`config.mk`:
```
export PLATFORM = sky130hd
export DESIGN_NAME = bus_wr_arbiter
export DESIGN_NICKNAME = d
export VERILOG_FILES = /design/src/rtl/wr_arb_pkg.sv /design/src/rtl/rr_pick.sv /design/src/rtl/bus_wr_arbiter.sv
export SDC_FILE = /design/constraint.sdc
export NUM_CORES = 1
export LEC_CHECK = 0
export CAP_MARGIN = 15
export CORE_AREA = 2 2 155 157
export DETAILED_ROUTE_END_ITERATION = 12
export DIE_AREA = 0 0 157 159
export GPL_ROUTABILITY_DRIVEN = 0
export GPL_TIMING_DRIVEN = 0
export SLEW_MARGIN = 20
export SYNTH_ARGS = -nofsm -noshare
export SYNTH_HDL_FRONTEND = slang
export SYNTH_SLANG_ARGS = --single-unit
```
`constraint.sdc`:
```
create_clock -name clk -period 10.1 [get_ports clk]
set_clock_uncertainty 0.2 [all_clocks]
set_input_delay 3.03 -clock clk [delete_from_list [all_inputs] [get_ports clk]]
set_output_delay 3.03 -clock clk [all_outputs]
set_load 0.05 [all_outputs]
```
`src/rtl/wr_arb_pkg.sv`:
```
// Shared types and defaults for the system-bus write-port arbiter.
// Transaction IDs identify the requester class that owns a burst.
package wr_arb_pkg;

    typedef enum logic [1:0] {
        StIdle  = 2'd0,
        StAddr  = 2'd1,
        StData  = 2'd2,
        StAbort = 2'd3
    } wr_arb_state_e;

    localparam int unsigned NumReqDef = 4;
    localparam int unsigned AddrWDef  = 28;
    localparam int unsigned DataWDef  = 32;
    localparam int unsigned LenWDef   = 4;

    localparam logic [3:0] WidFc   = 4'b0110;
    localparam logic [3:0] WidConv = 4'b0010;
    localparam logic [3:0] WidPool = 4'b0100;

endpackage

```
`src/rtl/rr_pick.sv`:
```
// Combinational round-robin picker: first set request at or after the
// pointer, wrapping around, reported as one-hot plus index.
module rr_pick #(
    parameter int unsigned N    = 4,
    parameter int unsigned PtrW = $clog2(N)
) (
    input  logic [N-1:0]    req_i,
    input  logic [PtrW-1:0] ptr_i,
    output logic [N-1:0]    gnt_oh_o,
    output logic [PtrW-1:0] gnt_idx_o,
    output logic            valid_o
);

    always_comb begin
        logic found;
        found     = 1'b0;
        gnt_oh_o  = '0;
        gnt_idx_o = '0;
        for (int unsigned i = 0; i < N; i++) begin
            int unsigned k;
            k = (32'(ptr_i) + i) % N;
            if (!found && req_i[k]) begin
                found       = 1'b1;
                gnt_oh_o[k] = 1'b1;
                gnt_idx_o   = PtrW'(k);
            end
        end
        valid_o = found;
    end

endmodule

```
`src/rtl/bus_wr_arbiter.sv`:
```
// Burst-granular round-robin arbiter for the shared bus write port (AW + W).
// Optional data-phase watchdog enabled by defining WR_ARB_TIMEOUT_EN.
module bus_wr_arbiter import wr_arb_pkg::*; #(
    parameter int unsigned NUM_REQ = NumReqDef,
    parameter int unsigned ADDR_W  = AddrWDef,
    parameter int unsigned DATA_W  = DataWDef,
    parameter int unsigned LEN_W   = LenWDef
`ifdef WR_ARB_TIMEOUT_EN
    ,
    parameter int unsigned TIMEOUT_CYC = 1024
`endif
) (
    input  logic                             clk,
    input  logic                             rst_n,
    input  logic [NUM_REQ-1:0]               req_awvalid,
    input  logic [NUM_REQ-1:0][ADDR_W-1:0]   req_awaddr,
    input  logic [NUM_REQ-1:0][LEN_W-1:0]    req_awlen,
    input  logic [NUM_REQ-1:0][3:0]          req_awuser_id,
    input  logic [NUM_REQ-1:0]               req_awuser_ap,
    output logic [NUM_REQ-1:0]               req_awready,
    input  logic [NUM_REQ-1:0][DATA_W-1:0]   req_wdata,
    input  logic [NUM_REQ-1:0][3:0]          req_wstrb,
    output logic [NUM_REQ-1:0]               req_wready,
    output logic [NUM_REQ-1:0]               req_wlast,
    output logic                             bus_awvalid,
    output logic [ADDR_W-1:0]                bus_awaddr,
    output logic [LEN_W-1:0]                 bus_awlen,
    output logic [3:0]                       bus_awuser_id,
    output logic                             bus_awuser_ap,
    input  logic                             bus_awready,
    output logic [DATA_W-1:0]                bus_wdata,
    output logic [3:0]                       bus_wstrb,
    input  logic                             bus_wready,
    input  logic [3:0]                       bus_wuser_id,
    input  logic                             bus_wuser_last,
    output logic [NUM_REQ-1:0]               grant,
    output logic                             burst_done,
    output logic                             len_err
`ifdef WR_ARB_TIMEOUT_EN
    ,
    output logic                             timeout_err
`endif
);

    localparam int unsigned PtrW = $clog2(NUM_REQ);
    localparam int unsigned CntW = LEN_W + 1;

    wr_arb_state_e        state_q, state_d;
    logic [PtrW-1:0]      rr_ptr_q, rr_ptr_d;
    logic [PtrW-1:0]      gidx_q, gidx_d;
    logic [NUM_REQ-1:0]   grant_q, grant_d;
    logic [ADDR_W-1:0]    addr_q, addr_d;
    logic [LEN_W-1:0]     len_q, len_d;
    logic [3:0]           id_q, id_d;
    logic                 ap_q, ap_d;
    logic [CntW-1:0]      beat_cnt_q, beat_cnt_d;
    logic                 len_err_q, len_err_d;
    logic                 wr_release;

    logic [NUM_REQ-1:0]   pick_oh;
    logic [PtrW-1:0]      pick_idx;
    logic                 pick_valid;

`ifdef WR_ARB_TIMEOUT_EN
    localparam int unsigned ToW = $clog2(TIMEOUT_CYC + 1);
    logic [ToW-1:0]       to_cnt_q, to_cnt_d;
    logic                 timeout_err_q, timeout_err_d;
    logic                 stalled;
`endif

    function automatic logic [PtrW-1:0] next_ptr(input logic [PtrW-1:0] p);
        return (32'(p) == NUM_REQ - 1) ? '0 : p + 1'b1;
    endfunction

    rr_pick #(
        .N    (NUM_REQ),
        .PtrW (PtrW)
    ) u_rr_pick (
        .req_i     (req_awvalid),
        .ptr_i     (rr_ptr_q),
        .gnt_oh_o  (pick_oh),
        .gnt_idx_o (pick_idx),
        .valid_o   (pick_valid)
    );

    always_comb begin
        state_d       = state_q;
        rr_ptr_d      = rr_ptr_q;
        gidx_d        = gidx_q;
        grant_d       = grant_q;
        addr_d        = addr_q;
        len_d         = len_q;
        id_d          = id_q;
        ap_d          = ap_q;
        beat_cnt_d    = beat_cnt_q;
        len_err_d     = len_err_q;
        wr_release    = 1'b0;
        bus_awvalid   = 1'b0;
        bus_awaddr    = '0;
        bus_awlen     = '0;
        bus_awuser_id = '0;
        bus_awuser_ap = 1'b0;
        bus_wdata     = '0;
        bus_wstrb     = '0;
        req_awready   = '0;
        req_wready    = '0;
        req_wlast     = '0;
        burst_done    = 1'b0;

        unique case (state_q)
            StIdle: begin
                if (pick_valid) begin
                    grant_d = pick_oh;
                    gidx_d  = pick_idx;
                    addr_d  = req_awaddr[pick_idx];
                    len_d   = req_awlen[pick_idx];
                    id_d    = req_awuser_id[pick_idx];
                    ap_d    = req_awuser_ap[pick_idx];
                    state_d = StAddr;
                end
            end
            StAddr: begin
                bus_awvalid   = 1'b1;
                bus_awaddr    = addr_q;
                bus_awlen     = len_q;
                bus_awuser_id = id_q;
                bus_awuser_ap = ap_q;
                if (bus_awready) begin
                    req_awready = grant_q;
                    beat_cnt_d  = '0;
                    state_d     = StData;
                end
            end
            StData: begin
                bus_wdata  = req_wdata[gidx_q];
                bus_wstrb  = req_wstrb[gidx_q];
                req_wready = bus_wready ? grant_q : '0;
                req_wlast  = (bus_wready && bus_wuser_last) ? grant_q : '0;
                if (bus_wready && (beat_cnt_q != '1)) begin
                    beat_cnt_d = beat_cnt_q + 1'b1;
                end
                // A last flag tagged with another ID is counted but never releases the grant.
                wr_release = bus_wready && bus_wuser_last && (bus_wuser_id == id_q);
                if (wr_release) begin
                    burst_done = 1'b1;
                    // beat_cnt+1 != awlen+1 reduces to beat_cnt != awlen
                    if (beat_cnt_q != {1'b0, len_q}) begin
                        len_err_d = 1'b1;
                    end
                    rr_ptr_d = next_ptr(gidx_q);
                    grant_d  = '0;
                    state_d  = StIdle;
                end
            end
            StAbort: begin
`ifdef WR_ARB_TIMEOUT_EN
                rr_ptr_d = next_ptr(gidx_q);
`endif
                state_d = StIdle;
            end
            default: state_d = StIdle;
        endcase

`ifdef WR_ARB_TIMEOUT_EN
        to_cnt_d      = '0;
        timeout_err_d = timeout_err_q;
        stalled       = ((state_q == StAddr) && !bus_awready) ||
                        ((state_q == StData) && !bus_wready);
        if (stalled) begin
            if (to_cnt_q == ToW'(TIMEOUT_CYC - 1)) begin
                state_d       = StAbort;
                grant_d       = '0;
                timeout_err_d = 1'b1;
            end else begin
                to_cnt_d = to_cnt_q + 1'b1;
            end
        end
`endif
    end

    always_ff @(posedge clk or negedge rst_n) begin
        if (!rst_n) begin
            state_q    <= StIdle;
            rr_ptr_q   <= '0;
            gidx_q     <= '0;
            grant_q    <= '0;
            addr_q     <= '0;
            len_q      <= '0;
            id_q       <= '0;
            ap_q       <= 1'b0;
            beat_cnt_q <= '0;
            len_err_q  <= 1'b0;
        end else begin
            state_q    <= state_d;
            rr_ptr_q   <= rr_ptr_d;
            gidx_q     <= gidx_d;
            grant_q    <= grant_d;
            addr_q     <= addr_d;
            len_q      <= len_d;
            id_q       <= id_d;
            ap_q       <= ap_d;
            beat_cnt_q <= beat_cnt_d;
            len_err_q  <= len_err_d;
        end
    end

`ifdef WR_ARB_TIMEOUT_EN
    always_ff @(posedge clk or negedge rst_n) begin
        if (!rst_n) begin
            to_cnt_q      <= '0;
            timeout_err_q <= 1'b0;
        end else begin
            to_cnt_q      <= to_cnt_d;
            timeout_err_q <= timeout_err_d;
        end
    end

    assign timeout_err = timeout_err_q;
`endif

    assign grant   = grant_q;
    assign len_err = len_err_q;

endmodule

```
==> flow_metrics.py, run 1 <==
metrics = {
    "outcome": {
        "status": "finished, final reports clean",
    },
    "place": {
        "io_buffer_count": 396,
        "pre_cts_ws_ns": 1.259,
        "dp_hpwl_um": 24870,
    },
    "detailed_routing": {
        "dr.first_iter.drc_count": 420,
        "first_pass_iters": 5,
        "routed_wl_um": 29870,
        "wl_per_cell_um": 22.63,
        "ant_nets": 0,
        "vias": 6675,
        "vias_per_cell": 5.057,
        "drc_errors": 0,
    },
    "setup_path": {
        "worstSetupPathType": "in2out",
        "worst-endpoint-required_ns": 6.87,
        "critPathCaptureType": "output pin",
        "worstSetupStartpointType": "primary input",
        "cp_max_fo": 10,
        "critical_path_arrival_ns": 5.57,
    },
    "cts": {
        "hold_buffers": 0,
        "post_cts_resize_count": 0,
        "htree_num_levels": 2,
        "clock_latency_ns": 0.31,
        "cts-root-buf": "clkbuf_16",
        "cts_buffer_depth": 2,
        "numCtsBuffers": 5,
        "clk_pin_slew_ns": 0.07,
        "cts_tree": "done",
        "cts_sinks": 53,
        "postCtsSetupRepairBufs": 0,
    },
    "power_and_ir_drop": {
        "power_frac_seq": 0.132,
        "peakVddDrop_uv": 125.9,
        "clock_power_share": 0.062,
        "p_per_area_mw_per_mm2": 291.4,
        "p_switching_mw": 1.567,
        "p_leak_nw": 4.048,
        "p_int_mw": 1.388,
        "switching_share": 0.5303,
        "pwr-share-comb": 0.805,
    },
    "sta": {
        "setup_viol": 0,
        "whs_ns": 0.2819,
        "period_needed_ns": 8.800,
        "relSlewSlack": 0.3410,
        "fmax_ghz": 0.1136,
        "tightestPinTransition_ns": 0.9885,
        "worst_slack_ns": 1.300,
        "setup-tns-final_ns": 0,
        "slew_violations": 0,
        "rsz0062_at_grt": "no",
        "min_period_over_period": 0.8713,
        "hold_viol": 0,
    },
    "global_routing": {
        "antenna_found_initial": 2,
        "overflow": 0,
        "grt_pass1_wl_um": 42360,
        "grt_usage": 0.2280,
        "grt_pass1_vias": 6615,
        "grt_max_degree": 35,
    },
    "floorplanning": {
        "die_area_mm2": 0.02496,
        "rows": 56,
        "fp.dieH_um": 159,
        "initial_utilization": 0.2419,
        "core_area_mm2": 0.02319,
        "ios": 397,
        "die_x_um": 157,
    },
    "synth": {
        "ys_seq_area_frac": 0.2364,
        "postSynthAreaPerCell_um2": 9.443,
        "async_flop_share": 1.000,
        "synth_nets": 909,
        "ys.flop_type": "dfrtp_1",
        "ys_types": 46,
        "synthCells": 594,
        "synth_edf_count": 0,
        "ys_seq_elements": 53,
        "synth_area_mm2": 0.005609,
        "synth_warnings": 0,
    },
    "finish": {
        "drive_gt1_frac": 0.1081,
        "layout_common_cells": "395 x clkdlybuf4s50_1, 73 x and2_1, 55 x nand2_1",
        "area_delta_synth_final_pct": 80.79,
        "final_common_cell": "clkdlybuf4s50_1",
        "nNetsFinal": 1313,
    },
    "flow_run": {
        "drv_cap": 0,
    },
    "hold_path": {
        "hold_class": "reg2reg",
    },
}
-- through the flow --
stage	util	instances	area, µm²	power [mW]
after detailed placement	0.4307	1310	9990	2.782
after global placement	0.4300	1309	9972	2.761
after CTS	0.4370	1318	10140	2.973
final	0.4373	1320	10140	2.956
after floorplan	-	594	5609	2.007
after global routing	0.4371	1319	10140	3.153
-- logic make-up (layout without fill, tap and decap cells) --
logic type / Yosys count / in the layout / synth area share
AOI/OAI and AO/OA: 189 / 189 / 0.2407
and+or+nand+nor: 177 / 177 / 0.1727
muxes: 94 / 94 / 0.2576
buffers and inverters: 64 / 469 / 0.05933
DFF: 53 / 53 / 0.2364
adders and majority gates: 10 / 10 / 0.02231
xor gates and xnor gates: 7 / 7 / 0.01093
other: 0 / 2 / 0
-- power by group through the flow --
stage | Sequential (mW) | Clock, mW | Combinational, mW
CTS | 0.393 | 0.188 | 2.39
detailed placement | 0.396 | 0 | 2.39
floorplan | 0.399 | 0 | 1.61
finish | 0.391 | 0.185 | 2.38
global route | 0.407 | 0.194 | 2.55
global placement | 0.395 | 0 | 2.37
-- critical path: stages --
cell	delay, ns
clkdlybuf4s50_1	0.55
nand2_1	0.11
a21oi_1	0.13
and4b_1	0.27
and2_1	0.14
clkbuf_1	0.36
clkdlybuf4s50_1	0.96
-- Yosys cell counts (2+ instances only) --
cell type / number / area share
and2_1: 73 / 0.081
nand2_1: 55 / 0.037
dfrtp_1: 53 / 0.24
a21oi_1: 52 / 0.046
mux2i_1: 51 / 0.091
mux4_2: 40 / 0.16
a22o_1: 29 / 0.045
o21ai_0: 27 / 0.024
clkbuf_1: 23 / 0.015
a221oi_1: 22 / 0.034
buf_2: 20 / 0.018
nor2_1: 14 / 0.0094
o21ai_1: 14 / 0.012
and3_1: 13 / 0.014
a21oi_2: 10 / 0.016
a221oi_2: 10 / 0.027
ha_1: 10 / 0.022
o221ai_1: 9 / 0.014
inv_1: 6 / 0.0040
buf_4: 5 / 0.0067
buf_6: 5 / 0.010
nand3b_1: 5 / 0.0067
a31oi_1: 4 / 0.0045
buf_1: 4 / 0.0027
nand2b_1: 4 / 0.0045
xnor2_1: 4 / 0.0062
mux2_2: 3 / 0.0060
nor2b_1: 3 / 0.0033
xor2_1: 3 / 0.0047
a211o_1: 2 / 0.0031
a211oi_1: 2 / 0.0027
nand3_1: 2 / 0.0018
nand4_1: 2 / 0.0022
nor2b_4: 2 / 0.0049
o22ai_1: 2 / 0.0022
-- cell type report --
cell class | instances | area (µm²)
Clock buffer | 5 | 125.1
Tap cell | 319 | 399.1
Clock inverter | 3 | 21.27
Inverter | 6 | 22.52
Buffer | 58 | 310.3
Timing Repair Buffer | 397 | 3981
Sequential cell | 53 | 1326
Fill cell | 2299 | 13050
Antenna cell | 2 | 5.005
Multi-Input combinational cell | 477 | 3950
-- registers in the layout, indices dropped and copies added, names as in the netlist --
signal / cells
state_q: 2
id_q: 4
addr_q: 28
grant: 4
ap_q: 1
len_err: 1
rr_ptr_q: 2
len_q: 4
gidx_q: 2
beat_cnt_q: 5
-- path summary, 6_finish.rpt --
kind	from	endpoint	slack, ns	cells after the start
max in group asynchronous	rst_n	addr_q[7]$_DFFE_PN0P_	6.78	2
setup reg to reg	rr_ptr_q[0]$_DFFE_PN0P_	addr_q[3]$_DFFE_PN0P_	5.61	14
setup / recovery	bus_wuser_last	burst_done	1.30	7
hold / removal	addr_q[23]$_DFFE_PN0P_	addr_q[23]$_DFFE_PN0P_	0.28	2
hold reg to reg	addr_q[23]$_DFFE_PN0P_	addr_q[23]$_DFFE_PN0P_	0.28	2
min in group asynchronous	rst_n	addr_q[27]$_DFFE_PN0P_	2.40	1
-- routing by layer --
metal,track usage,part of all wire,vias to the layer above
li1,-,-,3074
met1,0.2844,0.41,3257
met2,0.3933,0.49,297
met3,0.04246,0.069,47
met4,0.07548,0.032,0
met5,0,0,-
No activity file was read; power rests on OpenSTA's default activity.
==> run 2, diff against run 1 <==
--- a/config.mk
+++ b/config.mk
@@ -6,11 +6,12 @@
 export NUM_CORES = 1
 export LEC_CHECK = 0
 export CAP_MARGIN = 15
-export CORE_AREA = 2 2 155 157
+export CORE_AREA = 10 10 146 148
 export DETAILED_ROUTE_END_ITERATION = 12
-export DIE_AREA = 0 0 157 159
+export DIE_AREA = 0 0 156 158
 export GPL_ROUTABILITY_DRIVEN = 0
 export GPL_TIMING_DRIVEN = 0
+export PLACE_DENSITY_LB_ADDON = 0.1
 export SLEW_MARGIN = 20
 export SYNTH_ARGS = -nofsm -noshare
 export SYNTH_HDL_FRONTEND = slang
==> run 2 against run 1 <==
Against the previous run: first-iteration DRC count shrank 5.5%; sequential share of layout area grew 0.13 points; maximum frequency grew 0.59%; final cell count shrank 6.4%; worst hold slack lost 0.019 ns; die area shrank 1.3%; critical path type unchanged; sequential power grew 1%; count of clock-buffer cells in the layout is the same; core utilization grew 11 points.
==> flow_metrics.py, run 2 (same netlist as run 1, synthesis figures left out) <==
metrics = {
    "outcome": {
        "status": "finished, final reports clean",
    },
    "setup_path": {
        "cp_num_cells": 7,
        "cp_max_fo": 10,
        "worst-endpoint-required_ns": 6.87,
        "worstSetupPathType": "in2out",
        "cp_top_family": "buffers and inverters",
        "slowest_delay_ns": 0.93,
        "ff2ff_path_depth": 13,
        "cpMostUsedCell": "clkdlybuf4s50_1",
        "worstSetupStartpointType": "primary input",
        "critical_path_arrival_ns": 5.52,
        "slowest_stage": "clkdlybuf4s50_1",
        "worstPathCellList": "clkdlybuf4s50_1 -> nand2_1 -> a21oi_1 -> and4b_1 -> and2_1 -> clkbuf_1 -> clkdlybuf4s50_1",
        "cp_num_buf_inv": 3,
        "critPathCaptureType": "output pin",
    },
    "power_and_ir_drop": {
        "p_per_area_mw_per_mm2": 293.3,
        "p_leak_nw": 4.048,
        "peakVddDrop_uv": 167.8,
    },
    "global_routing": {
        "antenna_found_initial": 3,
        "overflow": 0,
        "grt_max_degree": 33,
        "grt_pass1_wl_um": 44080,
        "grt_usage": 0.2365,
        "grt_pass1_vias": 6656,
    },
    "detailed_routing": {
        "vias_per_cell": 5.360,
        "dr_wl_met2_um": 14970,
        "drt-met1-wl_um": 12190,
        "wl_per_cell_um": 24.89,
        "drc_errors": 0,
        "ant_nets": 0,
        "first_pass_iters": 5,
        "highest_layer": "met4",
        "vias": 6625,
        "dr.first_iter.drc_count": 397,
        "routed_wl_um": 30760,
        "wl_met3_um": 2943,
    },
    "finish": {
        "drive_gt1_frac": 0.1081,
        "largest_reg_flops": 28,
        "reg_top3": "addr_q x28, beat_cnt_q x5",
        "regMostFlops": "addr_q",
        "nNetsFinal": 1313,
        "multi_input_area_mm2": 0.003950,
        "fillers": 1714,
        "area_delta_synth_final_pct": 79.01,
        "final_common_cell": "clkdlybuf4s50_1",
        "layout_common_cells": "395 x clkdlybuf4s50_1, 73 x and2_1, 55 x nand2_1",
        "regArea_mm2": 0.001326,
        "fin_area_mm2": 0.01004,
    },
    "sta": {
        "min_period_over_period": 0.8661,
        "rsz0062_at_grt": "no",
        "tightestPinTransition_ns": 0.8378,
        "relSlewSlack": 0.4415,
        "worst_slack_ns": 1.352,
        "period_needed_ns": 8.748,
        "fmax_ghz": 0.1143,
        "setup-tns-final_ns": 0,
        "hold_viol": 0,
        "slew_violations": 0,
        "setup_viol": 0,
    },
    "cts": {
        "cts_tree": "done",
        "clock_latency_ns": 0.31,
        "cts-root-buf": "clkbuf_16",
        "clk_pin_slew_ns": 0.08,
        "numCtsBuffers": 5,
        "hold_buffers": 0,
        "cts_buffer_depth": 2,
        "post_cts_resize_count": 0,
        "postCtsSetupRepairBufs": 0,
        "htree_num_levels": 2,
        "cts_sinks": 53,
    },
    "place": {
        "place_area_mm2": 0.009883,
        "pre_cts_ws_ns": 1.377,
        "io_buffer_count": 396,
        "dp_hpwl_um": 25830,
    },
    "floorplanning": {
        "core_area_mm2": 0.01846,
        "die_x_um": 156,
        "die_area_mm2": 0.02465,
        "initial_utilization": 0.3039,
        "ios": 397,
        "rows": 50,
        "fp.dieH_um": 158,
    },
    "hold_path": {
        "holdPathStages": 1,
        "hold_class": "reg2reg",
    },
    "flow_run": {
        "drv_cap": 0,
    },
}
==> run 2: final timing paths <==
| check | to | start | slack [ns] |
|---|---|---|---|
| max in group asynchronous | addr_q[9]$_DFFE_PN0P_ | rst_n | 6.77 |
| worst min-delay path | len_err$_DFFE_PN0P_ | len_err$_DFFE_PN0P_ | 0.26 |
| min in group asynchronous | addr_q[25]$_DFFE_PN0P_ | rst_n | 2.43 |
| worst max register to register | addr_q[21]$_DFFE_PN0P_ | rr_ptr_q[0]$_DFFE_PN0P_ | 5.63 |
| worst max-delay path | burst_done | bus_wready | 1.35 |
| worst min register to register | len_err$_DFFE_PN0P_ | len_err$_DFFE_PN0P_ | 0.26 |
==> run 2: worst reg2reg max path, delay by kind of cell (launching register included) <==
kind                       cells  cell delay (ns)
AOI/OAI and AO/OA              2             0.46
adders and majority gates      1             0.53
buffers and inverters          7             1.68
DFF                            1             0.43
muxes                          2             0.93
and+or+nand+nor                1             0.10
==> run 2: where the power goes <==
part / switching [mW] / leakage (nW) / internal, mW / total (mW)
combinational: 1.38 / 3.33 / 0.978 / 2.36
clock: 0.0933 / 0.0704 / 0.0937 / 0.187
sequential: 0.0786 / 0.653 / 0.317 / 0.396
==> run 2: area by class of cell <==
| class | instances | share of cell area |
|---|---|---|
| repair buffers | 397 | 0.3965 |
| multi-input cells | 477 | 0.3934 |
| flip-flops and latches | 53 | 0.1321 |
| plain buffers | 58 | 0.03090 |
| well taps | 234 | 0.02916 |
| clock buffers | 5 | 0.01246 |
| clock inverters | 3 | 0.002492 |
| inverters | 6 | 0.002243 |
| diodes | 3 | 0.0007477 |
==> run 2: stage by stage <==
step	instances	utilization	power [mW]	hold WS (ns)
floorplan	594	-	2.007	0.2476
global placement	1224	0.5346	2.753	0.2448
detailed placement	1225	0.5355	2.768	0.2472
CTS	1233	0.5437	2.966	0.2649
global route	1236	0.5441	3.143	0.2818
finish	1236	0.5441	2.945	0.2630
==> run 2: layer usage <==
metal  vias to the layer above  global-route usage
met5                         -                   0
met4                         0             0.06835
met1                      3206              0.2841
met2                       304              0.3920
met3                        35             0.08195
li1                       3080                   -
